--- src/rtl/alu_instr_enc_if.sv ---
// alu_instr_enc_if: request and instruction-stream bundle for alu_instr_enc.
interface alu_instr_enc_if;
  logic        req_valid;
  logic        req_ready;
  logic [2:0]  req_op;
  logic        req_imm_mode;
  logic [4:0]  req_rd;
  logic [4:0]  req_rs1;
  logic [4:0]  req_rs2;
  logic [11:0] req_imm;
  logic        instr_valid;
  logic        instr_ready;
  logic [31:0] instr;
  modport master (
    output req_valid, req_op, req_imm_mode, req_rd, req_rs1, req_rs2, req_imm, instr_ready,
    input  req_ready, instr_valid, instr
  );
  modport slave (
    input  req_valid, req_op, req_imm_mode, req_rd, req_rs1, req_rs2, req_imm, instr_ready,
    output req_ready, instr_valid, instr
  );
endinterface

--- src/rtl/alu_instr_enc.sv ---
// alu_instr_enc: ALU request -> RV32I OP/OP-IMM word encoder feeding a small FIFO.
// Optional ALU_ENC_NEG_IMM_EN makes I-type sub legal, encoded as addi with negated immediate.
module alu_instr_enc #(
  parameter int DEPTH = 4,
  parameter int CNT_W = 8
) (
  input  logic                   clk,
  input  logic                   rst_n,
  alu_instr_enc_if.slave         bus,
  output logic                   err_o,
  output logic [CNT_W-1:0]       err_cnt_o,
  output logic [$clog2(DEPTH):0] level_o
);
  localparam int AW = $clog2(DEPTH);
  logic [31:0]      mem_q [DEPTH];
  logic [AW-1:0]    wr_ptr_q, wr_ptr_d, rd_ptr_q, rd_ptr_d;
  logic [AW:0]      level_q, level_d;
  logic             err_q, err_d;
  logic [CNT_W-1:0] cnt_q, cnt_d;
  logic             is_sub, bad_op, neg_ok, illegal, accept, push, pop;
  logic [2:0]       f3;
  logic [6:0]       f7;
  logic [11:0]      imm;
  logic [31:0]      word;
  assign is_sub = bus.req_op == 3'b001;
  assign bad_op = bus.req_op == 3'b100 || bus.req_op[2:1] == 2'b11;
`ifdef ALU_ENC_NEG_IMM_EN
  // -2048 has no positive 12-bit counterpart
  assign neg_ok = bus.req_imm != 12'h800;
`else
  assign neg_ok = 1'b0;
`endif
  assign illegal = bad_op || (bus.req_imm_mode && is_sub && !neg_ok);
  assign f3 = bus.req_op == 3'b101 ? 3'b010 :
              bus.req_op == 3'b011 ? 3'b110 :
              bus.req_op == 3'b010 ? 3'b111 : 3'b000;
  assign f7   = is_sub ? 7'b0100000 : 7'b0000000;
  assign imm  = is_sub ? -bus.req_imm : bus.req_imm;
  assign word = bus.req_imm_mode ? {imm, bus.req_rs1, f3, bus.req_rd, 7'b0010011}
                                 : {f7, bus.req_rs2, bus.req_rs1, f3, bus.req_rd, 7'b0110011};
  assign bus.req_ready   = level_q != (AW+1)'(DEPTH);
  assign bus.instr_valid = level_q != '0;
  assign bus.instr       = bus.instr_valid ? mem_q[rd_ptr_q] : 32'h0000_0013;
  assign accept = bus.req_valid && bus.req_ready;
  assign push   = accept && !illegal;
  assign pop    = bus.instr_valid && bus.instr_ready;
  always_comb begin
    wr_ptr_d = wr_ptr_q + AW'(push);
    rd_ptr_d = rd_ptr_q + AW'(pop);
    level_d  = level_q + (AW+1)'(push) - (AW+1)'(pop);
    err_d    = accept && illegal;
    cnt_d    = (err_d && cnt_q != '1) ? cnt_q + CNT_W'(1) : cnt_q;
  end
  always_ff @(posedge clk or negedge rst_n) begin
    if (!rst_n) begin
      wr_ptr_q <= '0;
      rd_ptr_q <= '0;
      level_q  <= '0;
      err_q    <= 1'b0;
      cnt_q    <= '0;
    end else begin
      wr_ptr_q <= wr_ptr_d;
      rd_ptr_q <= rd_ptr_d;
      level_q  <= level_d;
      err_q    <= err_d;
      cnt_q    <= cnt_d;
    end
  end
  // storage needs no reset: the head is masked to a NOP while empty
  always_ff @(posedge clk) begin
    if (push) mem_q[wr_ptr_q] <= word;
  end
  assign err_o     = err_q;
  assign err_cnt_o = cnt_q;
  assign level_o   = level_q;
endmodule

--- src/flat_wrapper.sv ---
// flat-port wrapper written by rule: the top's interface ports become plain ports
module alu_instr_enc_flat 
#(
  parameter int DEPTH = 4,
  parameter int CNT_W = 8
)
  (clk, rst_n, err_o, err_cnt_o, level_o, bus_req_valid, bus_req_op, bus_req_imm_mode, bus_req_rd, bus_req_rs1, bus_req_rs2, bus_req_imm, bus_instr_ready, bus_req_ready, bus_instr_valid, bus_instr);
  alu_instr_enc_if bus_i ();
  input  logic clk;
  input  logic rst_n;
  output logic err_o;
  output logic [CNT_W-1:0] err_cnt_o;
  output logic [$clog2(DEPTH):0] level_o;
  input wire logic [$bits(bus_i.req_valid)-1:0] bus_req_valid;
  input wire logic [$bits(bus_i.req_op)-1:0] bus_req_op;
  input wire logic [$bits(bus_i.req_imm_mode)-1:0] bus_req_imm_mode;
  input wire logic [$bits(bus_i.req_rd)-1:0] bus_req_rd;
  input wire logic [$bits(bus_i.req_rs1)-1:0] bus_req_rs1;
  input wire logic [$bits(bus_i.req_rs2)-1:0] bus_req_rs2;
  input wire logic [$bits(bus_i.req_imm)-1:0] bus_req_imm;
  input wire logic [$bits(bus_i.instr_ready)-1:0] bus_instr_ready;
  output wire logic [$bits(bus_i.req_ready)-1:0] bus_req_ready;
  output wire logic [$bits(bus_i.instr_valid)-1:0] bus_instr_valid;
  output wire logic [$bits(bus_i.instr)-1:0] bus_instr;
  assign bus_i.req_valid = bus_req_valid;
  assign bus_i.req_op = bus_req_op;
  assign bus_i.req_imm_mode = bus_req_imm_mode;
  assign bus_i.req_rd = bus_req_rd;
  assign bus_i.req_rs1 = bus_req_rs1;
  assign bus_i.req_rs2 = bus_req_rs2;
  assign bus_i.req_imm = bus_req_imm;
  assign bus_i.instr_ready = bus_instr_ready;
  assign bus_req_ready = bus_i.req_ready;
  assign bus_instr_valid = bus_i.instr_valid;
  assign bus_instr = bus_i.instr;
  alu_instr_enc #(.DEPTH(DEPTH), .CNT_W(CNT_W)) u_core (.clk(clk), .rst_n(rst_n), .bus(bus_i), .err_o(err_o), .err_cnt_o(err_cnt_o), .level_o(level_o));
endmodule
--- config.mk ---
export PLATFORM = sky130hd
export DESIGN_NAME = alu_instr_enc_flat
export DESIGN_NICKNAME = d
export VERILOG_FILES = /design/src/rtl/alu_instr_enc_if.sv /design/src/rtl/alu_instr_enc.sv /design/src/flat_wrapper.sv
export SDC_FILE = /design/constraint.sdc
export NUM_CORES = 1
export LEC_CHECK = 0
export BUFFER_PORTS_ARGS = -buffer_cell sky130_fd_sc_hd__buf_2
export CAP_MARGIN = 15
export CORE_MARGIN = 2
export CORE_UTILIZATION = 56
export DETAILED_ROUTE_END_ITERATION = 12
export PLACE_DENSITY = 0.89
export RECOVER_POWER = 100
export SYNTH_ARGS = -nofsm -noshare
export SYNTH_HDL_FRONTEND = slang
export SYNTH_SLANG_ARGS = --single-unit
--- constraint.sdc ---
create_clock -name clk -period 4.75 [get_ports clk]
set_input_delay 0.475 -clock clk [delete_from_list [all_inputs] [get_ports clk]]
set_output_delay 0.475 -clock clk [all_outputs]
set_load 0.02 [all_outputs]
==> metrics.txt <==
internal power summed over all cells around 2.7 mW; count of input and output buffers 74; net load switching power 1.294 mW; CTS tree yes; buffer type at the clock tree root clkbuf_8; layout cells sized above 1 between 20 and 25%; Yosys top cell area share about three fifths; Power per Cell Area 642.0 nW/µm²; Placeable Area 9065 µm²; class of the worst hold path in -> reg; slew at the pin closest to its max-slew limit between 1.5 and 2 ns; switching part of the total power 32.72%; Critical Path Sink Type output pin; Die X-Extent about 100 µm; count of filler cells inserted in the layout slightly above 600; io pins between 80 and 90; global-route wire length before repair ~16000 µm; count of flip-flops with a built-in enable after synthesis between 100 and 150; CTS clock-pin slew for the worst setup and hold paths ~0.060 ns; Seq. cell area 3523 µm²; Starting Density a little under three fifths; proportion of power drawn by the clock network between 30% and 40%; number of failing setup endpoints in the final timing report 0; cell count after synthesis 301; DRT iter0 DRCs roughly 240; clock insertion delay at the later pin of the skew report 0.51 ns; count of state elements after synthesis 120; r2r startpoint u_core.level_o[2]$_DFF_PN0_; most frequent cell after synthesis edfxtp_1; maxcap violations 4; startpoint-to-endpoint class of the critical path reg -> out; slew margin rel. -14.81%; CP Launch Type flip-flop; die footprint around 10000 µm²; critical path launch point u_core.rd_ptr_q[0]$_DFF_PN0_; antenna violations before repair 0; buffers inserted by post-CTS timing repair 0; leading cell types by total area after synthesis edfxtp_1 (61%), mux4_2 (11%), dfrtp_1 (7.8%), and2_1 (3.4%), xnor2_1 (1.9%); combinational share of power between 20% and 30%; clock period minus final worst setup slack around 3.6 ns; CP Max Fanout 28; via count of the first global-routing pass 2947; Hold Path Origin bus_req_rs1[0]; diodes inserted 0; number of iterations in the first detailed-routing pass 4; Multi-input gate area 1516 µm²; cell type with the highest aggregate area in the netlist edfxtp_1; maximum number of pins on one net before global-route repair 30; vertical die dimension 99.92 µm; Placement Rows 35; Leak between 2 and 2.5 nW; Total Wirelength between 10000 and 15000 µm; pins over their slew limit 94; Resized cells post-CTS 0; detailed-route DRC error count 0; TritonCTS Buffers 17; CP arrival slightly above 3 ns; final clock skew 0.007323 ns; GRT Util Overall between 20% and 30%; number of H-tree levels 4; relative contribution of sequential cells to total power 37.6%; routed vias 2946; final count of hold timing violations 0; CTS Buffer Depth 2; setup tns final 0 ns; top cells by count, synth edfxtp_1 (104), and2_1 (28), mux4_2 (26), dfrtp_1 (16), nor2_1 (16); area growth from synthesis to layout 19.57%; # hold bufs at CTS 1; violated checks max-capacitance violations, max-slew violations; fraction of registers with async set or reset after synthesis approximately an eighth; count of distinct cell types in the synthesized netlist 44; setup repair after global routing missed its margin no; post-layout worst setup margin about 1.2 ns; estimated wirelength of the detail-placed design roughly 6300 µm; number of clock sinks seen by CTS 120; WL/cell approximately 20 µm; Worst IR Drop VDD roughly 300 µV; post-synthesis average cell area roughly 17 µm²; global-route congestion overflow total 0; routability congestion estimate from global placement 0.7614; post-synthesis cell area approximately 5200 µm²; Avg Vias per Cell slightly below 6; count of warnings emitted by yosys 0; Worst Setup Slack post-DPL ~1.6 ns; sequential share of the synthesized area around two thirds; count of antenna-violating nets left after detailed routing 0; highest achievable clock rate between 200 and 300 MHz; Synth Flop Type edfxtp_1; Worst EP required around 4.3 ns; status finished with violations; crit share post-route between 70% and 80%; final layout net count ~430
path summary, 6_finish.rpt:
| path | end | slack, ns | depth (start not counted) |
|---|---|---|---|
| max | bus_instr[23] | 1.20 | 3 |
| min | u_core.mem_q[0][15]$_DFFE_PP_ | 0.24 | 1 |
| max reg2reg | u_core.mem_q[0][5]$_DFFE_PP_ | 1.44 | 5 |
| min reg2reg | u_core.err_cnt_o[7]$_DFFE_PN0P_ | 0.52 | 1 |
| max in group asynchronous | u_core.wr_ptr_q[0]$_DFF_PN0_ | 3.61 | 2 |
| min in group asynchronous | u_core.level_o[2]$_DFF_PN0_ | 0.60 | 2 |
critical path, stage by stage, from the launching register on:
cell     delay (ns)
dfrtp_1        1.50
mux4_2         0.66
and2_0         0.22
buf_2          0.18
kinds of logic (layout without fill, tap and decap cells):
group                    count (synthesis)  in the layout  share of synthesized area [%]
flip-flops                             120            120                          68.38
AND/OR/NAND/NOR                         83             83                          9.714
multiplexers                            31             31                          12.48
buffers and inverters                   23            118                          2.210
XOR/XNOR                                19             19                          3.230
AO/OA/AOI/OAI                           18             18                          2.477
adder cells (fa/ha/maj)                  5              5                          1.360
other                                    2              6                         0.1458
power by group through the flow:
| stage | Combinational, mW | Sequential, mW | Clock (mW) |
|---|---|---|---|
| after floorplan | 0.873 | 1.45 | 0 |
| after global placement | 1.19 | 1.49 | 0 |
| after detailed placement | 1.21 | 1.51 | 0 |
| after CTS | 1.22 | 1.49 | 1.33 |
| after global routing | 1.25 | 1.52 | 1.38 |
| final | 1.15 | 1.49 | 1.31 |
stage by stage:
stage                     cell area (µm²)  hold WS [ns]  cells  power (mW)  utilization (%)
final                                6161        0.2374    511       3.955            67.96
after global routing                 6161        0.2128    511       4.154            67.96
after CTS                            6256        0.1606    511       4.044            69.01
after detailed placement             5629        0.4082    478       2.713            62.10
after global placement               5629        0.4025    478       2.680            62.10
after floorplan                      5167        0.1794    305       2.327                -
layout make-up:
| type | count | area share [%] |
|---|---|---|
| flip-flops and latches | 120 | 57.19 |
| well taps | 111 | 2.254 |
| clock buffers | 17 | 6.722 |
| inverters | 6 | 0.3656 |
| repair buffers | 80 | 5.565 |
| clock inverters | 15 | 3.290 |
| multi-input cells | 162 | 24.61 |
routing by layer:
metal | vias up | share of wire [%] | global-route usage, %
li1 | 1321 | - | -
met1 | 1472 | 41 | 30.51
met2 | 141 | 50 | 35.55
met3 | 12 | 7.2 | 6.267
met4 | 0 | 1.5 | 8.641
met5 | - | 0 | 0
registers in the layout (all words and copies together) (netlist names):
signal            flops
u_core.mem_q        104
u_core.rd_ptr_q       2
u_core.level_o        3
u_core.err_cnt_o      8
u_core.wr_ptr_q       2
u_core.err_o          1
cells in the final DEF, fill, tap and decap left out, drive strengths merged, types with 2 or more instances in the layout:
cell,n
nor2b,5
nand2,4
nor4b,3
a31oi,2
or3,4
bufinv,4
and2,28
dfrtp,16
nor2,16
o31ai,2
a21oi,8
and3,2
xor2,8
nor3b,3
mux2i,2
edfxtp,104
nand3,3
and3b,2
conb,6
clkbuf,71
nor4,3
inv,7
buf,25
ha,4
or3b,2
mux2,3
and2b,2
mux4,26
xnor2,11
nor3,3
clkinv,6
clkinvlp,4
(Power assumes the default switching activity.)
